===== src/rtl/pakin_pkg.sv =====
// Shared constants and helpers for the packet reassembler (pakin).
// Holds the default packet/message geometry, debounce lengths and width helpers.
package pakin_pkg;

    localparam int NS_PACKET_SIZE  = 8;
    localparam int NS_ADDRESS_SIZE = 8;
    localparam int NS_DATA_SIZE    = 8;
    localparam int NS_REDUN_SIZE   = 8;
    localparam int NS_FULL_MSG_SZ  = NS_ADDRESS_SIZE + NS_DATA_SIZE
                                   + NS_REDUN_SIZE;
    localparam int NS_REQ_CKS      = 1;
    localparam int NS_ACK_CKS      = 1;

    typedef enum logic [1:0] {
        RX_WAIT  = 2'd0,
        RX_LATCH = 2'd1,
        RX_ACKED = 2'd2
    } rx_state_t;

    // Number of packets needed to carry a message of m bits.
    function automatic int tot_pks(input int m, input int p);
        return (m + p - 1) / p;
    endfunction

    // Bits needed to count 0..n, never less than one.
    function automatic int cnt_w(input int n);
        return (n < 1) ? 1 : $clog2(n + 1);
    endfunction

endpackage


===== src/rtl/pakin_fifo.sv =====
// Message FIFO for pakin: D entries of W bits, head/tail pointers plus a count.
// Ports: clk, reset (async active-low), push/push_data, pop/pop_data, full, empty.
module pakin_fifo
    import pakin_pkg::*;
#(
    parameter int W = NS_FULL_MSG_SZ,
    parameter int D = 4
) (
    input  logic         clk,
    input  logic         reset,
    input  logic         push,
    input  logic [W-1:0] push_data,
    input  logic         pop,
    output logic [W-1:0] pop_data,
    output logic         full,
    output logic         empty
);

    localparam int AW = $clog2(D);

    logic [W-1:0]  mem [D];
    logic [AW-1:0] head;
    logic [AW-1:0] tail;
    logic [AW:0]   count;

    always_ff @(posedge clk or negedge reset) begin
        if (!reset) begin
            head  <= '0;
            tail  <= '0;
            count <= '0;
        end else begin
            if (push) head <= head + 1'b1;
            if (pop)  tail <= tail + 1'b1;
            // simultaneous push and pop leave the count alone
            unique case ({push, pop})
                2'b10:   count <= count + 1'b1;
                2'b01:   count <= count - 1'b1;
                default: count <= count;
            endcase
        end
    end

    always_ff @(posedge clk) begin
        if (push) mem[head] <= push_data;
    end

    assign pop_data = mem[tail];
    assign full     = (count == (AW + 1)'(D));
    assign empty    = (count == '0);

endmodule


===== src/rtl/pakin.sv =====
// pakin: reassembles TOT_PKS packets from a 4-phase req/ack link into messages,
// queues them in a FIFO and forwards each on a second 4-phase req/ack link.
// Ports: i_clk, reset (async active-low), ready, rcv0_pakio/rcv0_req/rcv0_ack
// (packet input side), snd0_msg/snd0_req/snd0_ack (message output side).
module pakin
    import pakin_pkg::*;
#(
    parameter int PSZ         = NS_PACKET_SIZE,
    parameter int ASZ         = NS_ADDRESS_SIZE,
    parameter int DSZ         = NS_DATA_SIZE,
    parameter int RSZ         = NS_REDUN_SIZE,
    parameter int FSZ         = 4,
    parameter int RCV_REQ_CKS = NS_REQ_CKS,
    parameter int SND_ACK_CKS = NS_ACK_CKS
) (
    input  logic                   i_clk,
    input  logic                   reset,
    output logic                   ready,
    input  logic [PSZ-1:0]         rcv0_pakio,
    input  logic                   rcv0_req,
    output logic                   rcv0_ack,
    output logic [ASZ+DSZ+RSZ-1:0] snd0_msg,
    output logic                   snd0_req,
    input  logic                   snd0_ack
);

    localparam int MSZ     = ASZ + DSZ + RSZ;
    localparam int TOT_PKS = tot_pks(MSZ, PSZ);
    localparam int IW      = cnt_w(TOT_PKS - 1);
    localparam int RCW     = cnt_w(RCV_REQ_CKS);
    localparam int ACW     = cnt_w(SND_ACK_CKS);

    // ---------------- debouncers ----------------
    logic           req_db;
    logic           ack_db;
    logic [RCW-1:0] req_cnt;
    logic [ACW-1:0] ack_cnt;

    // The debounced level flips only after CKS consecutive samples that
    // disagree with it; any agreeing sample restarts the run.
    always_ff @(posedge i_clk or negedge reset) begin
        if (!reset) begin
            req_db  <= 1'b0;
            req_cnt <= '0;
        end else if (rcv0_req == req_db) begin
            req_cnt <= '0;
        end else if (req_cnt == RCW'(RCV_REQ_CKS - 1)) begin
            req_db  <= rcv0_req;
            req_cnt <= '0;
        end else begin
            req_cnt <= req_cnt + 1'b1;
        end
    end

    always_ff @(posedge i_clk or negedge reset) begin
        if (!reset) begin
            ack_db  <= 1'b0;
            ack_cnt <= '0;
        end else if (snd0_ack == ack_db) begin
            ack_cnt <= '0;
        end else if (ack_cnt == ACW'(SND_ACK_CKS - 1)) begin
            ack_db  <= snd0_ack;
            ack_cnt <= '0;
        end else begin
            ack_cnt <= ack_cnt + 1'b1;
        end
    end

    always_ff @(posedge i_clk or negedge reset) begin
        if (!reset) ready <= 1'b0;
        else        ready <= 1'b1;
    end

    // ---------------- receive FSM ----------------
    rx_state_t              rx_st;
    rx_state_t              rx_nxt;
    logic [IW-1:0]          pk_idx;
    logic [TOT_PKS*PSZ-1:0] pk_buf;
    logic                   msg_done;
    logic                   latch;
    logic                   push;
    logic                   ack_drop;
    logic                   last_pk;

    logic                   pop;
    logic [MSZ-1:0]         fifo_tail;
    logic                   fifo_full;
    logic                   fifo_empty;

    assign last_pk = (pk_idx == IW'(TOT_PKS - 1));

    always_ff @(posedge i_clk or negedge reset) begin
        if (!reset) rx_st <= RX_WAIT;
        else        rx_st <= rx_nxt;
    end

    // A completing packet is only taken when the FIFO has room; the push
    // itself happens one clock later in RX_LATCH, when no other push can
    // be pending, so the room check cannot go stale.
    always_comb begin
        rx_nxt   = rx_st;
        latch    = 1'b0;
        push     = 1'b0;
        ack_drop = 1'b0;
        unique case (rx_st)
            RX_WAIT: begin
                if (ready && req_db && (!last_pk || !fifo_full)) begin
                    latch  = 1'b1;
                    rx_nxt = RX_LATCH;
                end
            end
            RX_LATCH: begin
                push   = msg_done;
                rx_nxt = RX_ACKED;
            end
            RX_ACKED: begin
                if (!req_db) begin
                    ack_drop = 1'b1;
                    rx_nxt   = RX_WAIT;
                end
            end
            default: rx_nxt = RX_WAIT;
        endcase
    end

    always_ff @(posedge i_clk or negedge reset) begin
        if (!reset) begin
            pk_idx   <= '0;
            pk_buf   <= '0;
            msg_done <= 1'b0;
            rcv0_ack <= 1'b0;
        end else begin
            if (latch) begin
                pk_buf[pk_idx*PSZ +: PSZ] <= rcv0_pakio;
                rcv0_ack <= 1'b1;
                if (last_pk) begin
                    pk_idx   <= '0;
                    msg_done <= 1'b1;
                end else begin
                    pk_idx   <= pk_idx + 1'b1;
                    msg_done <= 1'b0;
                end
            end else if (ack_drop) begin
                rcv0_ack <= 1'b0;
            end
        end
    end

    // ---------------- message FIFO ----------------
    pakin_fifo #(
        .W (MSZ),
        .D (FSZ)
    ) u_fifo (
        .clk       (i_clk),
        .reset     (reset),
        .push      (push),
        .push_data (pk_buf[MSZ-1:0]),
        .pop       (pop),
        .pop_data  (fifo_tail),
        .full      (fifo_full),
        .empty     (fifo_empty)
    );

    // ---------------- send side ----------------
    assign pop = ready && !snd0_req && !ack_db && !fifo_empty;

    always_ff @(posedge i_clk or negedge reset) begin
        if (!reset) begin
            snd0_msg <= '0;
            snd0_req <= 1'b0;
        end else if (pop) begin
            snd0_msg <= fifo_tail;
            snd0_req <= 1'b1;
        end else if (snd0_req && ack_db) begin
            snd0_req <= 1'b0;
        end
    end

endmodule


===== config.mk =====
export PLATFORM = sky130hd
export DESIGN_NAME = pakin
export DESIGN_NICKNAME = d
export VERILOG_FILES = /design/src/rtl/pakin_pkg.sv /design/src/rtl/pakin_fifo.sv /design/src/rtl/pakin.sv
export SDC_FILE = /design/constraint.sdc
export NUM_CORES = 1
export LEC_CHECK = 0
export CAP_MARGIN = 15
export CORE_ASPECT_RATIO = 1.1
export CORE_MARGIN = 2
export CORE_UTILIZATION = 59
export CTS_CLUSTER_SIZE = 40
export DETAILED_ROUTE_END_ITERATION = 6
export GPL_TIMING_DRIVEN = 0
export PLACE_DENSITY = 0.87
export SLEW_MARGIN = 20
export SYNTH_ARGS = -nofsm -noshare
export SYNTH_HDL_FRONTEND = slang
export SYNTH_SLANG_ARGS = --single-unit

===== constraint.sdc =====
create_clock -name i_clk -period 2.6 [get_ports i_clk]
set_clock_uncertainty 0.05 [all_clocks]
set_input_delay 0.52 -clock i_clk [delete_from_list [all_inputs] [get_ports i_clk]]
set_output_delay 0.52 -clock i_clk [all_outputs]
set_load 0.02 [all_outputs]

==> results of run 1 <==
[power groups by stage]
stage	logic (uW)	registers [uW]	clock network, uW
floorplan	1440	3870	0
global placement	2380	3660	0
detailed placement	2460	3720	0
CTS	2500	3680	2620
global route	2640	3740	2720
finish	2460	3680	2580
[layout by cell type (no fill, tap or decap), types with 11 or more instances in the layout]
master / Yosys / layout
mux2_4: 18 / 18
dfrtp_1: 65 / 65
mux2i_1: 24 / 24
nand2_1: 25 / 25
clkdlybuf4s50_1: 0 / 35
ha_1: 11 / 11
inv_1: 35 / 35
mux4_2: 18 / 18
clkbuf_16: 0 / 17
edfxtp_1: 96 / 96
[per-layer routing]
metal	share of wire	vias to the layer above
met3	0.049	9
li1	-	1415
met4	0.011	0
met5	0	-
met1	0.40	1643
met2	0.54	90
[worst max-delay path: cells and delay by family (launching register included)]
kind,cells,cell delay [ns]
xor+xnor,2,0.32
flops,1,0.40
simple gates,3,0.47
fa+ha+maj,2,0.58
buf+inv,3,0.44
[metrics by stage]
| step | setup TNS (ns) | hold slack [ns] |
|---|---|---|
| 2_1_floorplan | 0 | 0.174 |
| 3_3_place_gp | -78.64 | 0.417 |
| 3_5_place_dp | 0 | 0.371 |
| 4_1_cts | 0 | 0.131 |
| 5_1_grt | 0 | 0.129 |
| 6_report | 0 | 0.148 |
[final timing paths]
kind	startpoint	slack [ns]	endpoint
setup / recovery	snd0_req	0.25	u_fifo.count[2]
hold / removal	snd0_ack	0.15	ack_db
setup reg to reg	snd0_req	0.25	u_fifo.count[2]
hold reg to reg	rcv0_ack	0.44	rcv0_ack
max in group asynchronous	reset	1.50	pk_buf[6]
min in group asynchronous	reset	0.47	snd0_msg[16]
[state kept, by name (all words and copies together), names as in the netlist]
| name | count |
|---|---|
| u_fifo.head | 2 |
| rx_st | 2 |
| pk_idx | 2 |
| pk_buf | 24 |
| snd0_req | 1 |
| u_fifo.count | 3 |
| req_db | 1 |
| rcv0_ack | 1 |
| msg_done | 1 |
| snd0_msg | 24 |
| u_fifo.tail | 2 |
| u_fifo.mem | 96 |
| ready | 1 |
| ack_db | 1 |
[area by class of cell]
| class | instances | area, um2 |
|---|---|---|
| clock inverter | 12 | 164 |
| clock buffer | 20 | 457 |
| buffer | 14 | 119 |
| inverter | 35 | 131 |
| fill | 648 | 3120 |
| tap | 147 | 184 |
| sequential | 161 | 4510 |
| timing repair buffer | 38 | 395 |
| multi-input combinational | 147 | 1680 |
[cell families (layout without fill, tap and decap cells)]
kind of cell / after synthesis / count (layout) / share of synthesized area
buffers and inverters: 49 / 119 / 0.0389
adder cells (fa/ha/maj): 12 / 12 / 0.0245
AO/OA/AOI/OAI: 7 / 7 / 0.00680
flip-flops: 161 / 161 / 0.701
XOR/XNOR: 6 / 6 / 0.00816
other: 1 / 1 / 0.000583
AND/OR/NAND/NOR: 48 / 48 / 0.0414
multiplexers: 73 / 73 / 0.179
==> run summary, run 1 <==
Post-synth EDFFs: 96
FF-to-FF path depth: 10
Met3 Track Usage GR: 0.0606
DRT iter0 DRCs: 244
First-pass GRT wire length: 17.8 mm
Crit path max fanout: 10
Clock sink total: 161
Synth cell count leaders: 96 x edfxtp_1, 65 x dfrtp_1, 35 x inv_1
Asr flop ratio synth: 0.404
# setup viols final: 0
Synth warn: 0
Global Route Usage Sum: 0.207
Final net count: 438
Seq pwr share: 0.422
Register area share after synthesis: 0.701
ANT cells: 0
Hold WC Path Type: in2reg
Worst IR Drop VDD: 0.614 mV
Final WS setup: 0.252 ns
Area of the core: 10,800 um2
Hold_buf cts: 1
Die Y-Extent: 114 um
CP Launch Type: register
Non-filler cells, final: 574
Hold depth: 1
Drc violations: 0
DP Wirelength: 6.85 mm
Slowest stage delay, CP: 0.40 ns
Min Tclk post-route: 2.35 ns
Distinct cells, synth: 34
Worst-Skew Late Latency: 0.42 ns
Average cell area after synthesis: 18.0 um2
Root Buffer Master: clkbuf_16
GP Congestion: 0.764
Detailed Routing Iterations Pass 1: 4
Max clock buf depth: 2
Met2 usage: 0.360
Final Util: 0.710
Max cap viols: 0
Final hold viol count: 0
Clk network pwr share: 0.296
Crit path max-delay cell type: dfrtp_1
Main synth FF type: edfxtp_1
Die W: 104 um
Static leakage: 0.00307 uW
Crit Path Class: reg2reg
Syn nets: 381
Proportion of layout cells with a drive suffix above 1: 0.215
Antenna-violating nets left: 0
Vias post-DR: 3,157
Largest net degree at the start of global routing: 49
Outcome: completed
Slew headroom: 0.368
Switching Fraction: 0.279
Total power: 8720 uW
Die Area: 11,800 um2
Worst slew pin tran: 0.946 ns
Pwr/cell area: 1140 nW/um2
Initial Utilization: 0.598
Int Pwr: 6280 uW
Net switching power figure: 2440 uW
CTS buffer count: 17
Most common cell in the netlist: edfxtp_1
Cells after Synth: 357
# IOs: 39
Combinational power share: 0.282
Max Transition Viols Final: 0
PortBufs: 36
Fmax: 426 MHz
CTS H-tree lvls: 4
Grt met1 use: 0.246
Routed len/inst: 19.6 um
Initial antenna violation count: 0
Area leader, netlist: edfxtp_1
Final wirelength: 11.3 mm
Synth Cell Area: 6440 um2
Area Growth Syn to Fin: 18.7%
Worst-path clk slew: 0.06 ns
Required @ worst endpoint: 2.89 ns
Most used routing layer: met2
Grt ovf: 0
Crit path cell chain: nor2_1 -> and3b_1 -> buf_6 -> buf_6 -> ha_1 -> inv_1 -> fa_1 -> xor2_1 -> nor2_1 -> xor2_1
Unrepaired setup endpoints after global routing: false
Final instance area: 7640 um2
#FFs+latches synth: 161
Share of the synthesized area in the top cell type: 0.448
Post-CTS Setup Bufs: 0
Resized Gates After CTS: 0
Dpl cells: 541
Via density: 5.50
Area after DPL: 7010 um2
Area contributors post-synth: edfxtp_1 45%, dfrtp_1 25%, mux4_2 6.3%
CTS tree: built
Pre-CTS setup slack: 0.279 ns
# rows: 40
Number of global-route vias before repair: 3,433
Crit. End Element: register
Period utilization: 0.903
Worst Path Arrival: 2.64 ns
No activity file was read; power rests on OpenSTA's default activity.
==> inputs of run 2 (changes only) <==
- clock period: 2.6 -> 2.4 ns (I/O delays scaled with it)
==> run summary, run 2 (same netlist as run 1, synthesis figures left out) <==
Crit Reg-Reg Endpoint: u_fifo.count[2]
Worst slew pin tran: 0.913 ns
Top flop regs: u_fifo.mem x96, pk_buf x24, snd0_msg x24
Most common cell after layout, fill and taps aside: edfxtp_1
Worst-path clk slew: 0.06 ns
CTS H-tree lvls: 4
Largest Register: u_fifo.mem
Unrepaired setup endpoints after global routing: false
ANT cells: 0
Drc violations: 0
Area Growth Syn to Fin: 18.7%
Antenna-violating nets left: 0
R2R Path Start: snd0_req
Worst Hold Launch: snd0_ack
Final net count: 437
Required @ worst endpoint: 2.69 ns
Hold endpoint: ack_db
Global Route Usage Sum: 0.207
Worst-Skew Late Latency: 0.42 ns
Detailed Routing Iterations Pass 1: 5
Proportion of layout cells with a drive suffix above 1: 0.218
Crit path max-delay cell type: dfrtp_1
Slew headroom: 0.390
GP Congestion: 0.764
CP Launch Type: register
Most frequent cells in the layout: 96 x edfxtp_1, 65 x dfrtp_1, 35 x inv_1, 35 x clkdlybuf4s50_1, 25 x nand2_1
Max clock buf depth: 2
CP delay by family, top: adder cells
Total power: 9450 uW
Net switching power figure: 2640 uW
Pwr/cell area: 1240 nW/um2
Max cap viols: 0
Pre-CTS setup slack: 0.0789 ns
FF-to-FF setup slack: 0.16 ns
Slowest stage delay, CP: 0.40 ns
Initial Utilization: 0.598
# IOs: 39
Root Buffer Master: clkbuf_16
Clk network pwr share: 0.296
Max reg flops: 96
DP Wirelength: 6.85 mm
First-pass GRT wire length: 17.8 mm
# rows: 40
Final hold viol count: 0
Hold Slack: 0.103 ns
Max Transition Viols Final: 0
Area of the core: 10,800 um2
Initial antenna violation count: 0
Crit Path Class: reg2reg
Combinational power share: 0.282
Final WS setup: 0.158 ns
Outcome: completed
Static leakage: 0.00307 uW
CTS tree: built
Via density: 5.54
# setup viols final: 0
FF-to-FF path depth: 9
Hold depth: 1
Grt ovf: 0
Hold WC Path Type: in2reg
Vias post-DR: 3,175
Routed len/inst: 19.5 um
DRT iter0 DRCs: 255
Int Pwr: 6810 uW
Largest net degree at the start of global routing: 49
Min Tclk post-route: 2.24 ns
Die Area: 11,800 um2
Seq pwr share: 0.422
Number of global-route vias before repair: 3,433
CTS buffer count: 17
Crit. End Element: register
Die Y-Extent: 114 um
Buf+Inv Stages, Crit Path: 2
PortBufs: 36
Clock sink total: 161
Crit path cell chain: nor2_1 -> and3b_1 -> buf_6 -> ha_1 -> inv_1 -> fa_1 -> xor2_1 -> nor2_1 -> xor2_1
Crit path max fanout: 18
Fmax: 446 MHz
Switching Fraction: 0.280
Worst Path Arrival: 2.53 ns
Die W: 104 um
Period utilization: 0.934
Final wirelength: 11.2 mm
Worst IR Drop VDD: 0.664 mV
[run 2: power by group through the flow]
stage               clock network, uW  registers, uW  logic, uW
finish                           2800           3980       2670
global route                     2950           4050       2860
CTS                              2840           3980       2710
detailed placement                  0           4030       2670
global placement                    0           3970       2580
floorplan                           0           4200       1560
[run 2: how the worst max path moves through the flow]
stage	startpoint	endpoint	slack, ns	cells after the start
CTS	snd0_req	u_fifo.count[2]	0.06	10
finish	snd0_req	u_fifo.count[2]	0.16	9
global placement	reset	snd0_msg[2]	-1.37	1
floorplan	snd0_req	u_fifo.count[2]	0.26	10
detailed placement	snd0_req	u_fifo.count[2]	0.08	10
global route	snd0_req	u_fifo.count[2]	0.01	9
[run 2: metal layers]
layer / part of all wire / global-route usage / vias up / wire length, um
li1: - / - / 1409 / -
met2: 0.53 / 0.360 / 98 / 5920
met5: 0 / 0 / - / 0
met3: 0.047 / 0.0606 / 17 / 526
met1: 0.41 / 0.246 / 1651 / 4520
met4: 0.017 / 0.0838 / 0 / 187
[run 2: metrics by stage]
step           setup TNS, ns  instances  area (um2)   util
3_3_place_gp          -92.41        540        6980  0.649
5_1_grt                    0        573        7640  0.710
3_5_place_dp               0        541        7010  0.652
2_1_floorplan              0        357        6440      -
6_report                   0        573        7640  0.710
4_1_cts                    0        574        7640  0.710
[run 2: final cells by class]
cell class,count,area (um2)
fillers,651,3120
multi-input cells,147,1690
clock buffers,20,457
inverters,35,131
well taps,147,184
repair buffers,38,395
flip-flops and latches,161,4510
clock inverters,12,164
plain buffers,13,108
[run 2: repair_timing]
| action | CTS | global route |
|---|---|---|
| gates resized for setup | 0 | 2 |
| hold endpoints to repair | 17 | 0 |
| hold buffers | 1 | 0 |
| setup buffers | 0 | 0 |
| endpoints found under the setup margin | 0 | 3 |
==> inputs of run 3 (changes only) <==
- SLEW_MARGIN: 20 -> default
==> run summary, run 3 (same netlist as run 1, synthesis figures left out) <==
Outcome: completed
Final wirelength: 11.4 mm
Largest Register: u_fifo.mem
Slowest stage delay, CP: 0.77 ns
Grt ovf: 0
Most frequent cells in the layout: 96 x edfxtp_1, 65 x dfrtp_1, 35 x inv_1, 35 x clkdlybuf4s50_1, 25 x nand2_1
Worst-path clk slew: 0.06 ns
Global Route Usage Sum: 0.211
Filler cells: 639
Proportion of layout cells with a drive suffix above 1: 0.206
Net switching power figure: 2650 uW
Vias post-DR: 3,150
Number of global-route vias before repair: 3,376
Largest net degree at the start of global routing: 66
Area of the core: 10,800 um2
Worst Path Arrival: 2.53 ns
GP Congestion: 0.764
Combinational power share: 0.286
Top flop regs: u_fifo.mem x96, pk_buf x24, snd0_msg x24
Max reg flops: 96
DRT iter0 DRCs: 233
CTS H-tree lvls: 4
Die Area: 11,800 um2
Max Transition Viols Final: 0
Switching Fraction: 0.283
Int Pwr: 6710 uW
Max clock buf depth: 2
Crit path max-delay cell type: nor3b_1
Total power: 9360 uW
Worst slew pin tran: 0.930 ns
Post-CTS Setup Bufs: 0
Pwr/cell area: 1220 nW/um2
Final hold viol count: 0
Area Growth Syn to Fin: 18.9%
Setup_tns: 0 ns
Crit path max fanout: 8
DP Wirelength: 7.23 mm
Hold WC Path Type: in2reg
Unrepaired setup endpoints after global routing: false
Routed len/inst: 19.8 um
Max cap viols: 0
Static leakage: 0.00306 uW
Clk network pwr share: 0.288
Die W: 104 um
First-pass GRT wire length: 18.1 mm
# setup viols final: 0
Buf+Inv Stages, Crit Path: 1
Crit. End Element: register
Crit path cell chain: inv_1 -> ha_1 -> nor3b_1 -> nand2_1 -> mux2i_1
CP Launch Type: register
Antenna-violating nets left: 0
Period utilization: 0.938
Final instance area: 7650 um2
Root Buffer Master: clkbuf_16
Most common cell after layout, fill and taps aside: edfxtp_1
# rows: 40
Crit Path Class: reg2reg
CTS buffer count: 17
Drc violations: 0
Hold_buf cts: 0
Slew headroom: 0.378
Initial antenna violation count: 0
CP delay by family, top: simple AND/OR/NAND/NOR gates
Final net count: 439
Non-filler cells, final: 575
Clock sink total: 161
Via density: 5.48
Dpl cells: 544
ANT cells: 0
Initial Utilization: 0.598
Detailed Routing Iterations Pass 1: 4
Worst IR Drop VDD: 0.676 mV
# IOs: 39
Min Tclk post-route: 2.25 ns
Area after DPL: 7060 um2
Seq pwr share: 0.426
PortBufs: 36
CTS tree: built
Die Y-Extent: 114 um
Worst-Skew Late Latency: 0.42 ns
Required @ worst endpoint: 2.68 ns
Fmax: 444 MHz
==> run 3: power by group through the flow <==
stage | sequential [uW] | clock [uW] | combinational (uW)
5_1_grt | 4050 | 2850 | 2880
2_1_floorplan | 4200 | 0 | 1560
4_1_cts | 3990 | 2730 | 2730
3_5_place_dp | 4030 | 0 | 2690
6_report | 3990 | 2690 | 2680
3_3_place_gp | 3970 | 0 | 2580
==> run 3: final timing paths <==
check / startpoint / to / slack, ns / cells past startpoint
setup reg to reg: pk_idx[0] / pk_buf[18] / 0.15 / 5
min in group asynchronous: reset / u_fifo.head[0] / 0.12 / 1
setup / recovery: pk_idx[0] / pk_buf[18] / 0.15 / 5
hold reg to reg: rcv0_ack / rcv0_ack / 0.44 / 1
hold / removal: snd0_ack / ack_db / 0.11 / 1
max in group asynchronous: reset / snd0_msg[0] / 1.63 / 1
==> run 3: cell type report <==
| type | count | area, um2 | area share |
|---|---|---|---|
| clock buffer | 21 | 460 | 0.0602 |
| multi-input combinational | 147 | 1680 | 0.219 |
| tap | 147 | 184 | 0.0240 |
| timing repair buffer | 40 | 443 | 0.0579 |
| sequential | 161 | 4510 | 0.589 |
| buffer | 13 | 111 | 0.0145 |
| clock inverter | 11 | 138 | 0.0180 |
| inverter | 35 | 131 | 0.0172 |
==> run 3: metrics by stage <==
| stage | utilization | hold slack, ns | worst slack [ns] |
|---|---|---|---|
| 2_1_floorplan | - | 0.134 | 0.260 |
| 3_3_place_gp | 0.649 | 0.417 | -1.37 |
| 3_5_place_dp | 0.656 | 0.426 | 0.0841 |
| 4_1_cts | 0.712 | 0.0971 | 0.0371 |
| 5_1_grt | 0.711 | 0.0879 | 0.00157 |
| 6_report | 0.711 | 0.111 | 0.149 |
==> run 3: layer usage <==
layer,wire [um],up-vias,GRT usage
li1,-,1419,-
met1,4510,1624,0.248
met2,6150,84,0.373
met3,468,23,0.0537
met4,239,0,0.0937
met5,0,-,0
==> run 3: timing repair <==
item                       CTS  global route
resized for setup            0             1
setup endpoints to repair    0             1
hold endpoints to repair     0             0
